### src/rtl/kernel_launch_arbiter.sv
// ---------------------------------------------------------------------------
// kernel_launch_arbiter
//
// Shares one OpenCL kernel datapath between NUM_REQ launch requesters.
// Requests are accepted round-robin. For the granted request the block
// drives the kernel handshake (on -> complete -> clean -> cleaned) and
// measures the launch duration in cycles. An optional watchdog and an
// external abort both end the launch through a kernel reset phase
// (RECOVER). Every launch returns exactly one completion record.
//
// Ports
//   clk, reset           clock, synchronous active-high reset
//   req_valid[i]         requester i wants a launch (held until granted)
//   req_select           per-requester kernel id, slice i at [i*SEL_W +: SEL_W]
//   req_grant            one-hot 1-cycle pulse, request accepted
//   abort                force termination of the in-flight launch
//   busy                 high whenever the controller is not idle
//   k_rstn               kernel reset (active-low)
//   k_select             kernel id captured at grant
//   k_on                 1-cycle kernel start pulse
//   k_complete           kernel reports it has finished
//   k_clean              1-cycle clean pulse
//   k_cleaned            kernel reports clean is finished
//   done_valid           1-cycle completion pulse
//   done_id              requester index of the completed launch
//   done_status          00 ok, 01 watchdog timeout, 10 abort
//   done_cycles          launch duration (k_on cycle counts as 1)
//
// All outputs come straight from flops.
// ---------------------------------------------------------------------------
module kernel_launch_arbiter #(
   parameter int NUM_REQ        = 4,
   parameter int SEL_W          = 8,
   parameter int CNT_W          = 48,
   parameter int TIMEOUT_CYCLES = 0,
   parameter int RST_CYCLES     = 4
) (
   input  logic                         clk,
   input  logic                         reset,
   input  logic [NUM_REQ-1:0]           req_valid,
   input  logic [NUM_REQ*SEL_W-1:0]     req_select,
   output logic [NUM_REQ-1:0]           req_grant,
   input  logic                         abort,
   output logic                         busy,
   output logic                         k_rstn,
   output logic [SEL_W-1:0]             k_select,
   output logic                         k_on,
   input  logic                         k_complete,
   output logic                         k_clean,
   input  logic                         k_cleaned,
   output logic                         done_valid,
   output logic [$clog2(NUM_REQ)-1:0]   done_id,
   output logic [1:0]                   done_status,
   output logic [CNT_W-1:0]             done_cycles
);

   localparam int ID_W  = $clog2(NUM_REQ);
   localparam int RST_W = (RST_CYCLES > 1) ? $clog2(RST_CYCLES) : 1;

   localparam logic [CNT_W-1:0]   CNT_MAX     = {CNT_W{1'b1}};
   localparam logic [CNT_W-1:0]   CNT_ONE     = CNT_W'(1);
   localparam logic [CNT_W-1:0]   TIMEOUT_LIM = CNT_W'(TIMEOUT_CYCLES);
   localparam logic [RST_W-1:0]   RST_LOAD    = RST_W'(RST_CYCLES - 1);
   localparam logic [ID_W-1:0]    LAST_ID     = ID_W'(NUM_REQ - 1);
   localparam logic [NUM_REQ-1:0] GRANT_ONE   = NUM_REQ'(1);

   localparam logic [1:0] ST_OK      = 2'b00;
   localparam logic [1:0] ST_TIMEOUT = 2'b01;
   localparam logic [1:0] ST_ABORT   = 2'b10;

   typedef enum logic [2:0] {
      S_IDLE    = 3'd0,
      S_LAUNCH  = 3'd1,
      S_RUN     = 3'd2,
      S_CLEAN   = 3'd3,
      S_RECOVER = 3'd4,
      S_DONE    = 3'd5
   } state_t;

   state_t               state_q, state_d;
   logic [ID_W-1:0]      ptr_q, ptr_d;
   logic [CNT_W-1:0]     cnt_q, cnt_d;
   logic [RST_W-1:0]     rst_cnt_q, rst_cnt_d;
   logic [ID_W-1:0]      cur_id_q, cur_id_d;
   logic [1:0]           cur_status_q, cur_status_d;

   logic [NUM_REQ-1:0]   grant_q, grant_d;
   logic                 busy_q, busy_d;
   logic                 k_rstn_q, k_rstn_d;
   logic [SEL_W-1:0]     k_select_q, k_select_d;
   logic                 k_on_q, k_on_d;
   logic                 k_clean_q, k_clean_d;
   logic                 done_valid_q, done_valid_d;
   logic [ID_W-1:0]      done_id_q, done_id_d;
   logic [1:0]           done_status_q, done_status_d;
   logic [CNT_W-1:0]     done_cycles_q, done_cycles_d;

   logic                 pick_found_s;
   logic [ID_W-1:0]      pick_idx_s;
   logic [ID_W-1:0]      pick_next_s;
   logic [CNT_W-1:0]     cnt_inc_s;
   logic                 wd_hit_s;

   // Round-robin pick: first valid requester at or after ptr_q, wrapping.
   // The loop runs from the farthest offset down so the nearest one wins.
   always_comb begin
      int          cand;
      logic [ID_W-1:0] cand_idx;
      pick_found_s = |req_valid;
      pick_idx_s   = '0;
      cand         = 0;
      cand_idx     = '0;
      for (int off = NUM_REQ - 1; off >= 0; off--) begin
         cand = int'(ptr_q) + off;
         cand = (cand >= NUM_REQ) ? (cand - NUM_REQ) : cand;
         cand_idx   = ID_W'(cand);
         pick_idx_s = req_valid[cand_idx] ? cand_idx : pick_idx_s;
      end
      pick_next_s = (pick_idx_s == LAST_ID) ? '0 : (pick_idx_s + ID_W'(1));
   end

   // Saturating counter increment and watchdog compare.
   // The compare is an equality: once the limit is passed on a completing
   // event the watchdog cannot fire again for this launch.
   always_comb begin
      cnt_inc_s = (cnt_q == CNT_MAX) ? cnt_q : (cnt_q + CNT_ONE);
      wd_hit_s  = (TIMEOUT_CYCLES != 0) && (cnt_q == TIMEOUT_LIM);
   end

   // Launch sequencer: next state and next values of all registered outputs.
   always_comb begin
      state_d       = state_q;
      ptr_d         = ptr_q;
      cnt_d         = cnt_q;
      rst_cnt_d     = rst_cnt_q;
      cur_id_d      = cur_id_q;
      cur_status_d  = cur_status_q;
      grant_d       = '0;
      k_select_d    = k_select_q;
      k_on_d        = 1'b0;
      k_clean_d     = 1'b0;
      done_valid_d  = 1'b0;
      done_id_d     = done_id_q;
      done_status_d = done_status_q;
      done_cycles_d = done_cycles_q;

      case (state_q)
         S_IDLE: begin
            if (!abort && pick_found_s) begin
               state_d    = S_LAUNCH;
               grant_d    = GRANT_ONE << pick_idx_s;
               k_on_d     = 1'b1;
               k_select_d = SEL_W'(req_select >> (pick_idx_s * SEL_W));
               cnt_d      = CNT_ONE;
               cur_id_d   = pick_idx_s;
               ptr_d      = pick_next_s;
            end else begin
               state_d = S_IDLE;
            end
         end

         // k_complete is deliberately not looked at here.
         S_LAUNCH: begin
            if (abort) begin
               state_d      = S_RECOVER;
               cur_status_d = ST_ABORT;
               rst_cnt_d    = RST_LOAD;
            end else begin
               state_d = S_RUN;
               cnt_d   = cnt_inc_s;
            end
         end

         // Priority: abort, then the completing event, then the watchdog.
         S_RUN: begin
            if (abort) begin
               state_d      = S_RECOVER;
               cur_status_d = ST_ABORT;
               rst_cnt_d    = RST_LOAD;
            end else if (k_complete) begin
               state_d   = S_CLEAN;
               k_clean_d = 1'b1;
               cnt_d     = cnt_inc_s;
            end else if (wd_hit_s) begin
               state_d      = S_RECOVER;
               cur_status_d = ST_TIMEOUT;
               rst_cnt_d    = RST_LOAD;
            end else begin
               cnt_d = cnt_inc_s;
            end
         end

         S_CLEAN: begin
            if (abort) begin
               state_d      = S_RECOVER;
               cur_status_d = ST_ABORT;
               rst_cnt_d    = RST_LOAD;
            end else if (k_cleaned) begin
               state_d       = S_DONE;
               cur_status_d  = ST_OK;
               done_valid_d  = 1'b1;
               done_id_d     = cur_id_q;
               done_status_d = ST_OK;
               done_cycles_d = cnt_q;
            end else if (wd_hit_s) begin
               state_d      = S_RECOVER;
               cur_status_d = ST_TIMEOUT;
               rst_cnt_d    = RST_LOAD;
            end else begin
               cnt_d = cnt_inc_s;
            end
         end

         // Counter is frozen; rst_cnt_q counts the remaining k_rstn-low cycles.
         S_RECOVER: begin
            if (rst_cnt_q == '0) begin
               state_d       = S_DONE;
               done_valid_d  = 1'b1;
               done_id_d     = cur_id_q;
               done_status_d = cur_status_q;
               done_cycles_d = cnt_q;
            end else begin
               rst_cnt_d = rst_cnt_q - RST_W'(1);
            end
         end

         S_DONE: begin
            state_d = S_IDLE;
         end

         default: begin
            state_d = S_IDLE;
         end
      endcase

      // Level outputs follow the state they will be registered alongside.
      k_rstn_d = (state_d != S_RECOVER);
      busy_d   = (state_d != S_IDLE);
   end

   // State and output registers.
   always_ff @(posedge clk) begin
      if (reset) begin
         state_q       <= S_IDLE;
         ptr_q         <= '0;
         cnt_q         <= '0;
         rst_cnt_q     <= '0;
         cur_id_q      <= '0;
         cur_status_q  <= ST_OK;
         grant_q       <= '0;
         busy_q        <= 1'b0;
         k_rstn_q      <= 1'b0;
         k_select_q    <= '0;
         k_on_q        <= 1'b0;
         k_clean_q     <= 1'b0;
         done_valid_q  <= 1'b0;
         done_id_q     <= '0;
         done_status_q <= 2'b00;
         done_cycles_q <= '0;
      end else begin
         state_q       <= state_d;
         ptr_q         <= ptr_d;
         cnt_q         <= cnt_d;
         rst_cnt_q     <= rst_cnt_d;
         cur_id_q      <= cur_id_d;
         cur_status_q  <= cur_status_d;
         grant_q       <= grant_d;
         busy_q        <= busy_d;
         k_rstn_q      <= k_rstn_d;
         k_select_q    <= k_select_d;
         k_on_q        <= k_on_d;
         k_clean_q     <= k_clean_d;
         done_valid_q  <= done_valid_d;
         done_id_q     <= done_id_d;
         done_status_q <= done_status_d;
         done_cycles_q <= done_cycles_d;
      end
   end

   assign req_grant   = grant_q;
   assign busy        = busy_q;
   assign k_rstn      = k_rstn_q;
   assign k_select    = k_select_q;
   assign k_on        = k_on_q;
   assign k_clean     = k_clean_q;
   assign done_valid  = done_valid_q;
   assign done_id     = done_id_q;
   assign done_status = done_status_q;
   assign done_cycles = done_cycles_q;

endmodule

### config.mk
export PLATFORM = sky130hd
export DESIGN_NAME = kernel_launch_arbiter
export DESIGN_NICKNAME = d
export VERILOG_FILES = /design/src/rtl/kernel_launch_arbiter.sv
export SDC_FILE = /design/constraint.sdc
export NUM_CORES = 1
export LEC_CHECK = 0
export ABC_AREA = 1
export CAP_MARGIN = 15
export CORE_UTILIZATION = 45
export DETAILED_ROUTE_END_ITERATION = 16
export DONT_BUFFER_PORTS = 1
export PLACE_DENSITY_LB_ADDON = 0.3
export SYNTH_ARGS = -nofsm -noshare
export SYNTH_HDL_FRONTEND = slang
export SYNTH_SLANG_ARGS = --single-unit
### constraint.sdc
create_clock -name clk -period 1.8 [get_ports clk]
set_input_delay 0.18 -clock clk [delete_from_list [all_inputs] [get_ports clk]]
set_output_delay 0.18 -clock clk [all_outputs]
set_load 0.01 [all_outputs]
# Yosys cells after proc, flatten, opt, wreduce, memory -nomap -nowiden
# Index checks and enable logic that the tools add are counted.
dict set report word_totals {
  regBits 128
  output_inout_bits 69
}
dict set report classes {
  add_sub_neg 10
  order_cmp 8
  n_eq_ne 17
  shift 2
  n_mux 55
  bitwise_logic 3
  reduce_logical 20
}
# operator n
set op_table {}
lappend op_table {{48-bit 2-to-1 mux} 8}
lappend op_table {{48-bit case mux with 3 select lines} 1}
lappend op_table {{48-bit case mux with 2 select lines} 1}
lappend op_table {{48-bit by 1-bit adder with 48-bit output (second input constant)} 1}
lappend op_table {{48-bit == test (second input constant)} 1}
lappend op_table {{2-bit 2-to-1 mux} 19}
lappend op_table {{32-bit by 5-bit right shift with 8-bit output} 1}
lappend op_table {{3-bit 2-to-1 mux} 6}
lappend op_table {{2-bit case mux with 2 select lines} 4}
lappend op_table {{3-bit case mux with 5 select lines} 1}
lappend op_table {{2-bit inequality test (second input constant)} 7}
lappend op_table {{2-bit by 3-bit less-than comparator with 1-bit output (second input constant)} 4}
lappend op_table {{1-bit 2-to-1 mux} 10}
lappend op_table {{2-bit by 1-bit subtractor with 2-bit output (second input constant)} 5}
lappend op_table {{3-bit >= comparator (second input constant)} 3}
lappend op_table {{3-bit OR reduction} 3}
lappend op_table {{1-bit binary-select mux with 2-bit select} 4}
lappend op_table {{2-bit by 2-bit adder with 3-bit output (second input constant)} 2}
lappend op_table {{3-bit by 2-bit == test with 1-bit output (second input constant)} 2}
lappend op_table {{3-bit inequality test (second input constant)} 2}
lappend op_table {{3-bit AND reduction} 2}
lappend op_table {{2-bit nonzero test} 3}
lappend op_table {{3-bit nonzero test} 2}
lappend op_table {{5-bit AND reduction} 1}
lappend op_table {{other kinds (18)} 22}

# Longest topological paths before layout
dict set report logic_depth {
  ltp_word 11
  mapped_depth 15
}

# Worst setup path after synthesis
# No wires, ideal clock.
dict set report synth_path {
  path_kind {register -> register}
  startpoint {register ptr_q[1]}
  endpoint {register ptr_q[1]}
  arrival_time_ns 1.791
  required_time_ns 1.680
  slack_ns -0.111
  stages_incl_launch_ff 12
  n_path_buf 1
  path_cell_list {dfxtp_1 inv_1 nand2_1 nor2_1 nor2_1 nand3b_1 o21ai_2 inv_1 buf_2 ha_1 o21ai_0 a21oi_1}
}
dict set report synth_between {
  elab_chain_len 11
  word_cells_on_any_way 30
}
# element line_no
set synth_lines {}
lappend synth_lines {{start, declared} 81} ;# logic [ID_W-1:0] ptr_q, ptr_d;
lappend synth_lines {{start signal, assigned} 262} ;# ptr_q <= ptr_d;
lappend synth_lines {{2-bit by 2-bit adder with 3-bit output} 114} ;# cand = int'(ptr_q) + off;
lappend synth_lines {{3-bit >= comparator or 2-bit by 1-bit subtractor with 2-bit output (tied branches)} 115} ;# cand = (cand >= NUM_REQ) ? (cand - NUM_REQ) : cand;
lappend synth_lines {{2-bit 2-to-1 mux} 115}
lappend synth_lines {{1-bit binary-select mux with 2-bit select} 117} ;# pick_idx_s = req_valid[cand_idx] ? cand_idx : pick_idx_s;
lappend synth_lines {{1-bit 2-to-1 mux (implied by the code)} 117}
lappend synth_lines {{2-bit 2-to-1 mux (3 in a row)} 117}
lappend synth_lines {{2-bit 2-to-1 mux (*)} 117}
lappend synth_lines {{via pick_idx_s[1]} 99} ;# logic [ID_W-1:0] pick_idx_s;
lappend synth_lines {{2-bit by 1-bit adder with 2-bit output or 2-bit == test (tied branches)} 119} ;# pick_next_s = (pick_idx_s == LAST_ID) ? '0 : (pick_idx_s + ID_W'(1));
lappend synth_lines {{2-bit 2-to-1 mux (*)} 119}
lappend synth_lines {{via pick_next_s[1]} 100} ;# logic [ID_W-1:0] pick_next_s;
# The timed path passes the listed nets; every way through them passes the cells marked *. The select of a mux whose other input is x is not followed.
# A chain may end at the register's enable or synchronous reset.

# Final worst setup path
dict set report layout_path {
  startpoint {register cnt_q[9]}
  endpoint {register cnt_q[46]}
}
dict set report layout_between {
  elab_chain_len 5
  word_cells_on_any_way 7
}
# element line_no
set layout_lines {}
lappend layout_lines {{start, declared} 82} ;# logic [CNT_W-1:0] cnt_q, cnt_d;
lappend layout_lines {{start signal, assigned} 263} ;# cnt_q <= cnt_d;
lappend layout_lines {{48-bit by 1-bit adder with 48-bit output or 48-bit == test (tied branches)} 126} ;# cnt_inc_s = (cnt_q == CNT_MAX) ? cnt_q : (cnt_q + CNT_ONE);
lappend layout_lines {{48-bit 2-to-1 mux (*)} 126}
lappend layout_lines {{48-bit 2-to-1 mux} 198} ;# end else if (k_cleaned) begin
lappend layout_lines {{48-bit 2-to-1 mux} 194} ;# if (abort) begin
lappend layout_lines {{48-bit case mux with 3 select lines (*)} 147} ;# case (state_q)
# Mark *: on every way between the ends. The rest lies on a longest branch, timed or not. The select of a mux whose other input is x is not followed.

==> impl_metrics.env <==
export IMPL_status="finished, final reports clean"
export IMPL_synth_net_count=1064
export IMPL_die_w_um=124.0
export IMPL_cts_buffer_depth=2
export IMPL_clkSinkCount=126
export IMPL_end_kind="register"
export IMPL_peakVddDrop_v=0.0007796
export IMPL_synth_top_cell_area_share_pct=37.69
export IMPL_fin_ws_ns=0.008228
export IMPL_fp_dieH_um=124.0
export IMPL_synth_most_common_cell="nand2_1"
export IMPL_antenna_found_initial=0
export IMPL_hp_class="in2reg"
export IMPL_final_nets=1157
export IMPL_rsz0062_at_grt="yes"
export IMPL_grt_first_pass_wirelength_mm=29.29
export IMPL_yosysSeqAreaShare_pct=37.69
export IMPL_cts_max_level=4
export IMPL_antenna_cells=0
export IMPL_fillers=1352
export IMPL_worstReg2RegStart="cnt_q[9]$_SDFFE_PP0P_"
export IMPL_fp_dieArea_mm2=0.01536
export IMPL_tns_ns=0
export IMPL_syn_area_mm2=0.006693
export IMPL_layout_drive_gt1_share_pct=21.87
export IMPL_synth_common_cells="nand2_1 (227), nor2_1 (196), dfxtp_1 (126)"
export IMPL_worstSetupEndpoint="cnt_q[46]$_SDFFE_PP0P_"
export IMPL_insertion_delay_ns=0.43
export IMPL_synthArstFlopShare_pct=0
export IMPL_reg2reg_depth=13
export IMPL_wl_per_cell_um=15.03
export IMPL_skew_ns=0.01242
export IMPL_place_ws_ns=-0.09619
export IMPL_crit_start="cnt_q[9]$_SDFFE_PP0P_"
export IMPL_ios=110
export IMPL_ys_flop_type="dfxtp_1"
export IMPL_start_util_pct=46.05
export IMPL_syn_inst=1020
export IMPL_grt_ovfl_total=0
export IMPL_path_clk_slew_ns=0.06
export IMPL_arrival_ns=2.11
export IMPL_synth_area_leader_cell="dfxtp_1"
export IMPL_clock_root_buffer="clkbuf_16"
export IMPL_drt_wl_total_mm=19.67
export IMPL_avgSynthCellArea_um2=6.561
export IMPL_critical_path_class="reg2reg"
export IMPL_utilization_pct=59.68
export IMPL_p_leak_nw=3.670
export IMPL_cp_required_ns=2.12
export IMPL_rows=44
export IMPL_final_hold_violation_count=0
export IMPL_p_per_area_mw_per_mm2=973.0
export IMPL_area_growth_pct=29.61
export IMPL_cts_tree="done"
export IMPL_setup_viol=0
export IMPL_fin_crit_ns=1.792
export IMPL_grt_max_degree=85
export IMPL_via_per_inst=5.249
export IMPL_timing_fmax_mhz=558.1
export IMPL_cts_buffers=17
export IMPL_routabilityCongestion=0.8807
export IMPL_grt_pass1_vias=5945
export IMPL_crit_path_start_kind="register"
export IMPL_synth_edff_count=0
export IMPL_drt_first_pass_iters=7
export IMPL_drv_cap=0
export IMPL_grt_use_total_pct=24.67
export IMPL_dpl_hpwl_mm=12.98
export IMPL_drt_iter0_drc=399
export IMPL_slew_viol_final=0
export IMPL_r2r_end="cnt_q[46]$_SDFFE_PP0P_"
export IMPL_core_area_mm2=0.01453
export IMPL_synth_distinct_cells=44
export IMPL_path_max_fanout=3
export IMPL_r2r_slack_ns=0.008
export IMPL_fin_crit_sh_pct=99.54
export IMPL_drcViolationCount=0
export IMPL_ys_ff_latch=126
export IMPL_synth_warnings=0
export IMPL_vias=6871
export IMPL_io_buffers=0
export IMPL_drtAntennaViolNets=0
export IMPL_ys_top_cells_by_area="dfxtp_1 (38%), nand2_1 (13%), nor2_1 (11%)"
[layer usage]
metal | share of wire (%) | GRT usage [%]
met1 | 46 | 32.50
met2 | 46 | 39.03
met3 | 6.0 | 7.097
met4 | 2.0 | 7.217
met5 | 0 | 0
[kinds of logic (layout without fill, tap and decap cells)]
logic type                 count (synthesis)  after routing  synth area share [%]
xor gates and xnor gates                  16             16                 2.094
other                                      1              1               0.05603
AOI/OAI and AO/OA                        109            109                 9.983
adders and majority gates                  3              3                0.5609
and+or+nand+nor                          591            591                 38.87
DFF                                      126            126                 37.69
buffers and inverters                    174            279                 10.75
[worst min path at each step]
stage | cells past startpoint | end | startpoint | slack [ns]
3_3_place_gp | 1 | cnt_q[31]$_SDFFE_PP0P_ | reset | 0.26
4_1_cts | 3 | cur_status_q[1]$_SDFFE_PP0P_ | k_cleaned | 0.02
5_1_grt | 3 | cur_status_q[1]$_SDFFE_PP0P_ | k_cleaned | 0.02
2_1_floorplan | 2 | k_clean$_SDFF_PP0_ | k_complete | 0.35
3_5_place_dp | 1 | cnt_q[31]$_SDFFE_PP0P_ | reset | 0.27
6_report | 3 | cur_status_q[1]$_SDFFE_PP0P_ | k_cleaned | 0.01
[layout by cell type (no fill, tap or decap), types with 26 or more instances in the layout]
| master | instances |
|---|---|
| nand2_1 | 216 |
| nor2_1 | 180 |
| inv_1 | 117 |
| dfxtp_1 | 111 |
| buf_4 | 97 |
| nand3_1 | 81 |
| a21oi_1 | 44 |
| nand4_1 | 27 |
| a211oi_1 | 26 |
[worst max-delay path: stages, from the launching register on]
cell and delay, ns:
dfxtp_2 0.37, inv_1 0.11, nor3_1 0.33, nand2_1 0.11, nor2_1 0.10, buf_4 0.13
buf_4 0.13, nand3_1 0.07, nand2_1 0.07, nand2_1 0.05, nand2_1 0.05, nor2_1 0.04
nor2_1 0.08, nor2_1 0.04
[layout make-up]
| cell class | count | area, µm² | share of cell area [%] |
|---|---|---|---|
| Clock buffer | 22 | 474.2 | 5.467 |
| Clock inverter | 9 | 110.1 | 1.269 |
| Inverter | 127 | 485.5 | 5.596 |
| Multi-Input combinational cell | 720 | 3721 | 42.90 |
| Sequential cell | 126 | 2546 | 29.35 |
| Tap cell | 184 | 230.2 | 2.654 |
| Timing Repair Buffer | 121 | 1107 | 12.77 |
[state kept, by name, indices dropped and copies added, names as in the netlist]
register,cells
done_valid,1
req_grant,4
cur_status_q,1
k_select,8
ptr_q,2
done_status,1
k_rstn,1
cur_id_q,2
done_cycles,48
rst_cnt_q,2
k_on,1
cnt_q,48
state_q,3
k_clean,1
done_id,2
busy,1
[power by group]
group	internal, mW	switching [mW]
clock	2.14	1.28
sequential	2.98	0.205
combinational	0.769	1.07
total	5.89	2.55
[through the flow]
step,total power [mW],cells,hold WS (ns),area (µm²)
2_1_floorplan,4.267,1020,0.3489,6721
3_3_place_gp,4.712,1253,0.2623,7498
3_5_place_dp,4.726,1253,0.2650,7498
4_1_cts,8.172,1289,0.02223,8177
5_1_grt,8.820,1309,0.02101,8675
6_report,8.440,1309,0.01070,8675
[timing repair]
action	4_1_cts	5_1_grt
gates cloned	0	3
endpoints found under the setup margin	14	101
gates resized for setup	9	90
pin swaps	1	23
buffers inserted	1	17
hold endpoints to repair	87	0
hold buffers	4	0
Power figures use the tool's default switching activity.
